==> config.mk <==
export PLATFORM = sky130hd
export DESIGN_NAME = weight_ddr_fetch
export DESIGN_NICKNAME = d
export VERILOG_FILES = /design/src/rtl/weight_ddr_fetch.sv
export SDC_FILE = /design/constraint.sdc
export NUM_CORES = 1
export LEC_CHECK = 0
export CAP_MARGIN = 10
export CORE_AREA = 2 2 238 240
export DETAILED_ROUTE_END_ITERATION = 10
export DIE_AREA = 0 0 240 242
export GPL_TIMING_DRIVEN = 0
export PLACE_DENSITY = 0.44
export SETUP_SLACK_MARGIN = 0.05
export SLEW_MARGIN = 40
export SYNTH_ARGS = -nofsm -noshare
export SYNTH_HDL_FRONTEND = slang
export SYNTH_SLANG_ARGS = --single-unit
==> constraint.sdc <==
create_clock -name sys_clk -period 7.78 [get_ports sys_clk]
set_input_delay 1.556 -clock sys_clk [delete_from_list [all_inputs] [get_ports sys_clk]]
set_output_delay 1.556 -clock sys_clk [all_outputs]
set_load 0.005 [all_outputs]
==> src/rtl/weight_ddr_fetch.sv <==
// Weight fetch engine: reads total_beats words from DDR as a chain of bursts (one outstanding)
// and forwards each returned beat, registered, toward the weight memory.
module weight_ddr_fetch #(
    parameter int DDR_RD_WIDTH = 256,
    parameter int ADDR_WIDTH   = 32,
    parameter int BURST_LEN    = 16,
    parameter int CNT_WIDTH    = 16
) (
    input  logic                    sys_clk,
    input  logic                    rstn,
    input  logic                    start,
    input  logic [ADDR_WIDTH-1:0]   base_addr,
    input  logic [CNT_WIDTH-1:0]    total_beats,
    output logic                    busy,
    output logic                    done,
    output logic                    err,
    output logic                    rd_req_valid,
    input  logic                    rd_req_ready,
    output logic [ADDR_WIDTH-1:0]   rd_req_addr,
    output logic [7:0]              rd_req_len,
    input  logic [DDR_RD_WIDTH-1:0] rd_data_in,
    input  logic                    rd_data_valid_in,
    input  logic                    rd_data_last_in,
    output logic [DDR_RD_WIDTH-1:0] DDR_data_out,
    output logic                    DDR_valid_out
);

    localparam int BYTES_PER_BEAT = DDR_RD_WIDTH / 8;

    typedef enum logic [1:0] {
        S_IDLE,
        S_REQ,
        S_DATA,
        S_FIN
    } state_e;

    state_e                  state_q, state_d;
    logic [ADDR_WIDTH-1:0]   addr_q, addr_d;
    logic [CNT_WIDTH-1:0]    remaining_q, remaining_d;
    logic [8:0]              beat_cnt_q, beat_cnt_d;
    logic [7:0]              len_q, len_d;
    logic                    err_q, err_d;
    logic [DDR_RD_WIDTH-1:0] data_q;
    logic                    valid_q;
    logic [8:0]              burst_beats;

    // beats-1 of the next burst, capped at BURST_LEN
    function automatic logic [7:0] next_len(input logic [CNT_WIDTH-1:0] rem);
        if (rem >= CNT_WIDTH'(BURST_LEN)) return 8'(BURST_LEN - 1);
        return 8'(rem - CNT_WIDTH'(1));
    endfunction

    assign burst_beats = {1'b0, len_q} + 9'd1;

    // NOTE: every _d gets its _q value first so no path through the case can infer a latch.
    always_comb begin
        state_d     = state_q;
        addr_d      = addr_q;
        remaining_d = remaining_q;
        beat_cnt_d  = beat_cnt_q;
        len_d       = len_q;
        err_d       = err_q;
        case (state_q)
            S_IDLE: begin
                if (start) begin
                    err_d = 1'b0;
                    if (total_beats != '0) begin
                        addr_d      = base_addr;
                        remaining_d = total_beats;
                        len_d       = next_len(total_beats);
                        state_d     = S_REQ;
                    end else begin
                        state_d = S_FIN;
                    end
                end
            end
            S_REQ: begin
                if (rd_req_ready) begin
                    beat_cnt_d = burst_beats;
                    state_d    = S_DATA;
                end
            end
            S_DATA: begin
                if (rd_data_valid_in) begin
                    beat_cnt_d  = beat_cnt_q - 9'd1;
                    remaining_d = (remaining_q != '0) ? remaining_q - CNT_WIDTH'(1) : '0;
                    // last flag is only audited; the counter alone ends the burst
                    if (rd_data_last_in != (beat_cnt_q == 9'd1)) err_d = 1'b1;
                    if (beat_cnt_q == 9'd1) begin
                        addr_d = addr_q + ADDR_WIDTH'(burst_beats) * ADDR_WIDTH'(BYTES_PER_BEAT);
                        if (remaining_q > CNT_WIDTH'(1)) begin
                            len_d   = next_len(remaining_q - CNT_WIDTH'(1));
                            state_d = S_REQ;
                        end else begin
                            state_d = S_FIN;
                        end
                    end
                end
            end
            default: state_d = S_IDLE;
        endcase
    end

    // NOTE: sequential state uses non-blocking assignments so all registers update from pre-edge values.
    always_ff @(posedge sys_clk or negedge rstn) begin
        if (!rstn) begin
            state_q     <= S_IDLE;
            addr_q      <= '0;
            remaining_q <= '0;
            beat_cnt_q  <= '0;
            len_q       <= '0;
            err_q       <= 1'b0;
            data_q      <= '0;
            valid_q     <= 1'b0;
        end else begin
            state_q     <= state_d;
            addr_q      <= addr_d;
            remaining_q <= remaining_d;
            beat_cnt_q  <= beat_cnt_d;
            len_q       <= len_d;
            err_q       <= err_d;
            data_q      <= rd_data_in;
            valid_q     <= rd_data_valid_in && (state_q == S_DATA);
        end
    end

    assign busy          = (state_q != S_IDLE);
    assign done          = (state_q == S_FIN);
    assign err           = err_q;
    assign rd_req_valid  = (state_q == S_REQ);
    assign rd_req_addr   = addr_q;
    assign rd_req_len    = len_q;
    assign DDR_data_out  = data_q;
    assign DDR_valid_out = valid_q;

endmodule
==> results of run 1 <==
==> layer usage <==
| metal | part of all wire | GRT usage | up-vias | wire [um] |
|---|---|---|---|---|
| met2 | 0.49 | 0.279 | 468 | 24000 |
| met4 | 0.024 | 0.0508 | 6 | 1160 |
| met1 | 0.37 | 0.186 | 4667 | 17900 |
| met3 | 0.12 | 0.0747 | 79 | 5710 |
| li1 | - | - | 4327 | - |
| met5 | 0.00076 | 0 | - | 37 |
==> state kept, by name (all words and copies together) (netlist names) <==
register / flops
DDR_data_out: 256
rd_req_addr: 32
remaining_q: 16
beat_cnt_q: 9
rd_req_len: 8
state_q: 2
DDR_valid_out: 1
err: 1
==> power by group through the flow <==
stage / logic [mW] / clock network (mW) / registers, mW
finish: 1.83 / 1.79 / 2.15
global route: 2.03 / 1.95 / 2.18
CTS: 1.85 / 1.88 / 2.14
detailed placement: 1.85 / 0 / 2.17
global placement: 1.83 / 0 / 2.17
floorplan: 0.924 / 0 / 2.13
==> stage by stage <==
stage	cells	hold slack, ps	setup slack [ps]	utilization
3_5_place_dp	2221	469	3430	0.332
5_1_grt	2293	496	3840	0.355
6_report	2296	480	3990	0.355
4_1_cts	2289	484	4010	0.354
3_3_place_gp	2217	466	-10010	0.330
2_1_floorplan	851	470	4770	-
==> final timing paths <==
| path | startpoint | to | slack [ps] | depth (start not counted) |
|---|---|---|---|---|
| max reg2reg | rd_req_len[0] | rd_req_addr[25] | 4530 | 10 |
| max | total_beats[5] | remaining_q[14] | 3990 | 6 |
| max in group asynchronous | rstn | DDR_data_out[122] | 5320 | 4 |
| min reg2reg | rd_req_addr[3] | rd_req_addr[3] | 480 | 2 |
| min | rd_req_addr[3] | rd_req_addr[3] | 480 | 2 |
| min in group asynchronous | rstn | DDR_data_out[111] | 970 | 1 |
==> cells in the final DEF, fill, tap and decap left out, drive strengths merged, types with 12 or more instances in the layout <==
cell type | Yosys | routed
a21oi | 53 | 53
and3 | 12 | 12
buf | 11 | 16
clkbuf | 20 | 73
clkdlybuf4s50 | 0 | 609
dfrtp | 325 | 325
ha | 16 | 16
inv | 19 | 22
nand2 | 71 | 71
nand3 | 21 | 21
nand4 | 12 | 12
nor2 | 61 | 61
nor3 | 17 | 17
nor4 | 14 | 14
o21ai | 54 | 54
xnor2 | 13 | 13
==> final cells by class <==
class / instances / area [um2]
Fill cell: 5637 / 36000
Inverter: 19 / 71.3
Tap cell: 756 / 946
Clock inverter: 15 / 139
Timing Repair Buffer: 614 / 6220
Buffer: 31 / 144
Sequential cell: 325 / 8130
Multi-Input combinational cell: 476 / 2990
Antenna cell: 7 / 17.5
Clock buffer: 53 / 1110
==> kinds of logic after synthesis <==
family                     after synthesis  share of synthesized area
AOI/OAI and AO/OA                      191                      0.112
xor gates and xnor gates                24                     0.0202
adders and majority gates               17                     0.0195
buffers and inverters                   50                     0.0189
DFF                                    325                      0.719
muxes                                    2                    0.00177
and+or+nand+nor                        242                      0.109
==> critical path: cells and delay by family <==
kind	cells	cell delay, ps
compound gates	2	820
buf+inv	2	990
simple gates	2	800
==> flow_metrics.env, run 1 <==
export IMPL_status="finished clean"
export IMPL_fin_setup_tns_ps=0
export IMPL_drive_gt1_frac=0.0665
export IMPL_ys_ff_latch=325
export IMPL_die_area_um2=58100
export IMPL_synth_area_leaders="dfrtp_1 (72%), nand2_1 (2.4%), a21oi_1 (2.3%)"
export IMPL_synth_edff_count=0
export IMPL_ys_warn_count=0
export IMPL_setup_viol=0
export IMPL_total_power_mw=5.77
export IMPL_firstDrtPassIters=5
export IMPL_cts_buffer_depth=3
export IMPL_crit_path_max_incr_delay_ps=640
export IMPL_yosys_cell_types_count=74
export IMPL_cts_setup_buffers=0
export IMPL_setup_worst_path_end_class="flop"
export IMPL_grt_pass1_wl_um=70100
export IMPL_swShare=0.337
export IMPL_critPathSlowestCell="o21ai_2"
export IMPL_cts_buffers_inserted=40
export IMPL_grt_max_degree=73
export IMPL_critical_path_class="in -> reg"
export IMPL_core_area_um2=55700
export IMPL_first_global_vias=10000
export IMPL_vias=9547
export IMPL_synth_avg_cell_area_um2=13.3
export IMPL_drv_cap=0
export IMPL_initial_core_util=0.203
export IMPL_cts_tree="yes"
export IMPL_fmax_ghz=0.264
export IMPL_leakage_nw=8.07
export IMPL_slew_headroom=0.444
export IMPL_die_y_um=242
export IMPL_fin_area_um2=19800
export IMPL_p_switching_mw=1.95
export IMPL_dpl_hpwl_um=38600
export IMPL_dpl_cell_area_um2=18500
export IMPL_period_share=0.487
export IMPL_ys_flop_type="dfrtp_1"
export IMPL_clkTransAtPathRegs_ps=50
export IMPL_gp_congestion=0.833
export IMPL_ctsHoldBuffers=0
export IMPL_synth_seq_area_share=0.719
export IMPL_worstMarginPinSlew_ps=835
export IMPL_crit_fanout=10
export IMPL_ys_top_cells_by_count="dfrtp_1 (325), nand2_1 (71), nor2_1 (60)"
export IMPL_cts_resized=0
export IMPL_rsz0062_at_grt="false"
export IMPL_combPwrFrac=0.318
export IMPL_die_x_um=240
export IMPL_p_clk_frac=0.311
export IMPL_period_needed_ps=3790
export IMPL_cts_root_buffer="clkbuf_16"
export IMPL_ioPinCount=611
export IMPL_power_density_nw_per_um2=292
export IMPL_io_buffers=610
export IMPL_synth_most_common_cell="dfrtp_1"
export IMPL_final_net_count=1834
export IMPL_synth_top_area_frac=0.719
export IMPL_p_int_mw=3.83
export IMPL_peakVddDrop_mv=0.158
export IMPL_clk_latency_ps=550
export IMPL_hold_violations=0
export IMPL_wl_um=48800
export IMPL_grtUsageTotal=0.165
export IMPL_critPathRequiredTime_ps=8180
export IMPL_drt_iter0_drc=505
export IMPL_area_delta_synth_final_pct=74.7
export IMPL_slew_viol_final=0
export IMPL_vias_per_cell=4.16
export IMPL_wl_per_cell_um=21.3
export IMPL_synth_nets=1178
export IMPL_cts_num_sinks=325
export IMPL_synthArstFlopShare=1.00
export IMPL_crit_arrival_ps=4190
export IMPL_synth_top_area_cell="dfrtp_1"
export IMPL_ant_nets=0
export IMPL_syn_area_um2=11300
export IMPL_antenna_found_initial=11
export IMPL_htree_levels=2
export IMPL_overflow=0
export IMPL_clock_skew_ps=14.3
export IMPL_pwr_share_seq=0.372
export IMPL_path_cells="clkdlybuf4s50_1 -> nor4_1 -> nand3_1 -> o21ai_2 -> clkbuf_1 -> o21ai_0"
export IMPL_worst_setup_path_start_kind="primary input"
export IMPL_fp_row_count=87
export IMPL_hold_class="reg -> reg"
export IMPL_syn_inst=851
export IMPL_drc_errors=0
No activity file was read; power rests on OpenSTA's default activity.
==> run 2, diff against run 1 <==
- clock period: 7.78 -> 3.5 ns (I/O delays scaled with it)
==> run 2 against run 1 <==
Effect of this change: sequential power rose by 120%; non-clock buffer count stayed put; hold slack lost 360 ps; via count unchanged; clock-buffer cell count is the same; first-iteration DRC count is the same; utilization hardly changed; final cell count unchanged; die area is the same.
==> flow_metrics.env, run 2 (synthesized netlist as in run 1, its figures left out) <==
export IMPL_status="finished clean"
export IMPL_crit_arrival_ps=3620
export IMPL_path_cells="ha_1 -> nand3_1 -> xnor2_1 -> ha_1 -> and3_1 -> a221oi_2 -> o221ai_2 -> and2_1 -> a311oi_1 -> a311oi_1"
export IMPL_period_needed_ps=3190
export IMPL_dpl_hpwl_um=38600
export IMPL_worstMarginPinSlew_ps=835
export IMPL_fp_row_count=87
export IMPL_dpl_cell_area_um2=18500
export IMPL_leakage_nw=8.06
export IMPL_cp_top_family="compound AO/OA/AOI/OAI gates"
export IMPL_final_common_cell="clkdlybuf4s50_1"
export IMPL_gp_congestion=0.833
export IMPL_largest_register_ff_count=256
export IMPL_setup_worst_path_end_class="flop"
export IMPL_r2r_cells=10
export IMPL_vias_per_cell=4.16
export IMPL_setup_viol=0
export IMPL_fin_area_um2=19800
export IMPL_crit_buf_inv=0
export IMPL_firstDrtPassIters=5
export IMPL_critPathSlowestCell="dfrtp_1"
export IMPL_ctsHoldBuffers=0
export IMPL_period_share=0.913
export IMPL_grt_pass1_wl_um=70100
export IMPL_hold_slack_ps=118
export IMPL_drv_cap=0
export IMPL_rsz0062_at_grt="false"
export IMPL_io_buffers=610
export IMPL_vias=9547
export IMPL_slew_headroom=0.444
export IMPL_slew_viol_final=0
export IMPL_final_cell_mix="clkdlybuf4s50_1 (609), dfrtp_1 (324), nand2_1 (71)"
export IMPL_ioPinCount=611
export IMPL_drc_errors=0
export IMPL_cts_buffer_depth=3
export IMPL_die_area_um2=58100
export IMPL_wl_um=48800
export IMPL_hold_class="in -> async"
export IMPL_r2r_slack_ps=310
export IMPL_utilization=0.355
export IMPL_grtUsageTotal=0.165
export IMPL_cts_tree="yes"
export IMPL_die_x_um=240
export IMPL_crit_path_max_incr_delay_ps=450
export IMPL_stdcell_count=2296
export IMPL_antenna_found_initial=11
export IMPL_power_density_nw_per_um2=649
export IMPL_cts_num_sinks=325
export IMPL_overflow=0
export IMPL_place_inst=2221
export IMPL_fillers=5636
export IMPL_htree_levels=2
export IMPL_cts_root_buffer="clkbuf_16"
export IMPL_die_y_um=242
export IMPL_drive_gt1_frac=0.0672
export IMPL_hold_violations=0
export IMPL_ant_nets=0
export IMPL_area_delta_synth_final_pct=74.7
export IMPL_grt_max_degree=73
export IMPL_fin_setup_tns_ps=0
export IMPL_worst_setup_path_start_kind="flop"
export IMPL_fmax_ghz=0.313
export IMPL_core_area_um2=55700
export IMPL_final_net_count=1834
export IMPL_worst_slack_ps=306
export IMPL_clock_skew_ps=14.3
export IMPL_reg2reg_to="rd_req_addr[25]"
export IMPL_wl_per_cell_um=21.3
export IMPL_first_global_vias=10000
export IMPL_r2r_start="rd_req_len[1]"
export IMPL_dp_slack_ps=2.15
export IMPL_cts_setup_buffers=0
export IMPL_initial_core_util=0.203
export IMPL_critPathRequiredTime_ps=3920
export IMPL_drt_iter0_drc=505
export IMPL_clkTransAtPathRegs_ps=60
export IMPL_critical_path_class="reg -> reg"
export IMPL_peakVddDrop_mv=0.351
export IMPL_cts_buffers_inserted=40
export IMPL_cts_resized=0
export IMPL_total_power_mw=12.8
export IMPL_crit_fanout=9
export IMPL_clk_latency_ps=550
## run 2: worst max path at each step
stage                        start          endpoint  slack (ps)  cells past startpoint
floorplan            rd_req_len[0]   rd_req_addr[26]         840                     11
global placement              rstn  DDR_data_out[87]      -13430                      1
detailed placement  total_beats[5]   rd_req_addr[25]           2                      7
CTS                  rd_req_len[0]   rd_req_addr[20]         170                     10
global route         rd_req_len[1]   rd_req_addr[26]          50                     11
finish               rd_req_len[1]   rd_req_addr[25]         310                     10
## run 2: where the power goes
group	switching, mW	total (mW)	internal (mW)
Clock	1.67	3.98	2.31
Combinational	2.15	4.08	1.93
Sequential	0.507	4.77	4.26
Total	4.33	12.8	8.51
## run 2: area by class of cell
cell class,instances,area (um2),area share
sequential,325,8130,0.411
timing repair buffer,614,6220,0.315
multi-input combinational,476,2990,0.151
clock buffer,53,1110,0.0561
tap,756,946,0.0479
buffer,31,144,0.00728
clock inverter,15,139,0.00703
inverter,19,71.3,0.00361
antenna,7,17.5,0.000886
## run 2: routing by layer
layer  track usage  part of all wire
met5             0           0.00076
met3        0.0747              0.12
met2         0.279              0.49
met4        0.0508             0.024
met1         0.186              0.37
## run 2: worst register-to-register path, cell delays in order, from the launching register on
cell,delay [ps]
dfrtp_1,450
ha_1,220
nand3_1,120
xnor2_1,360
ha_1,360
and3_1,210
a221oi_2,400
o221ai_2,300
and2_1,270
a311oi_1,280
a311oi_1,80
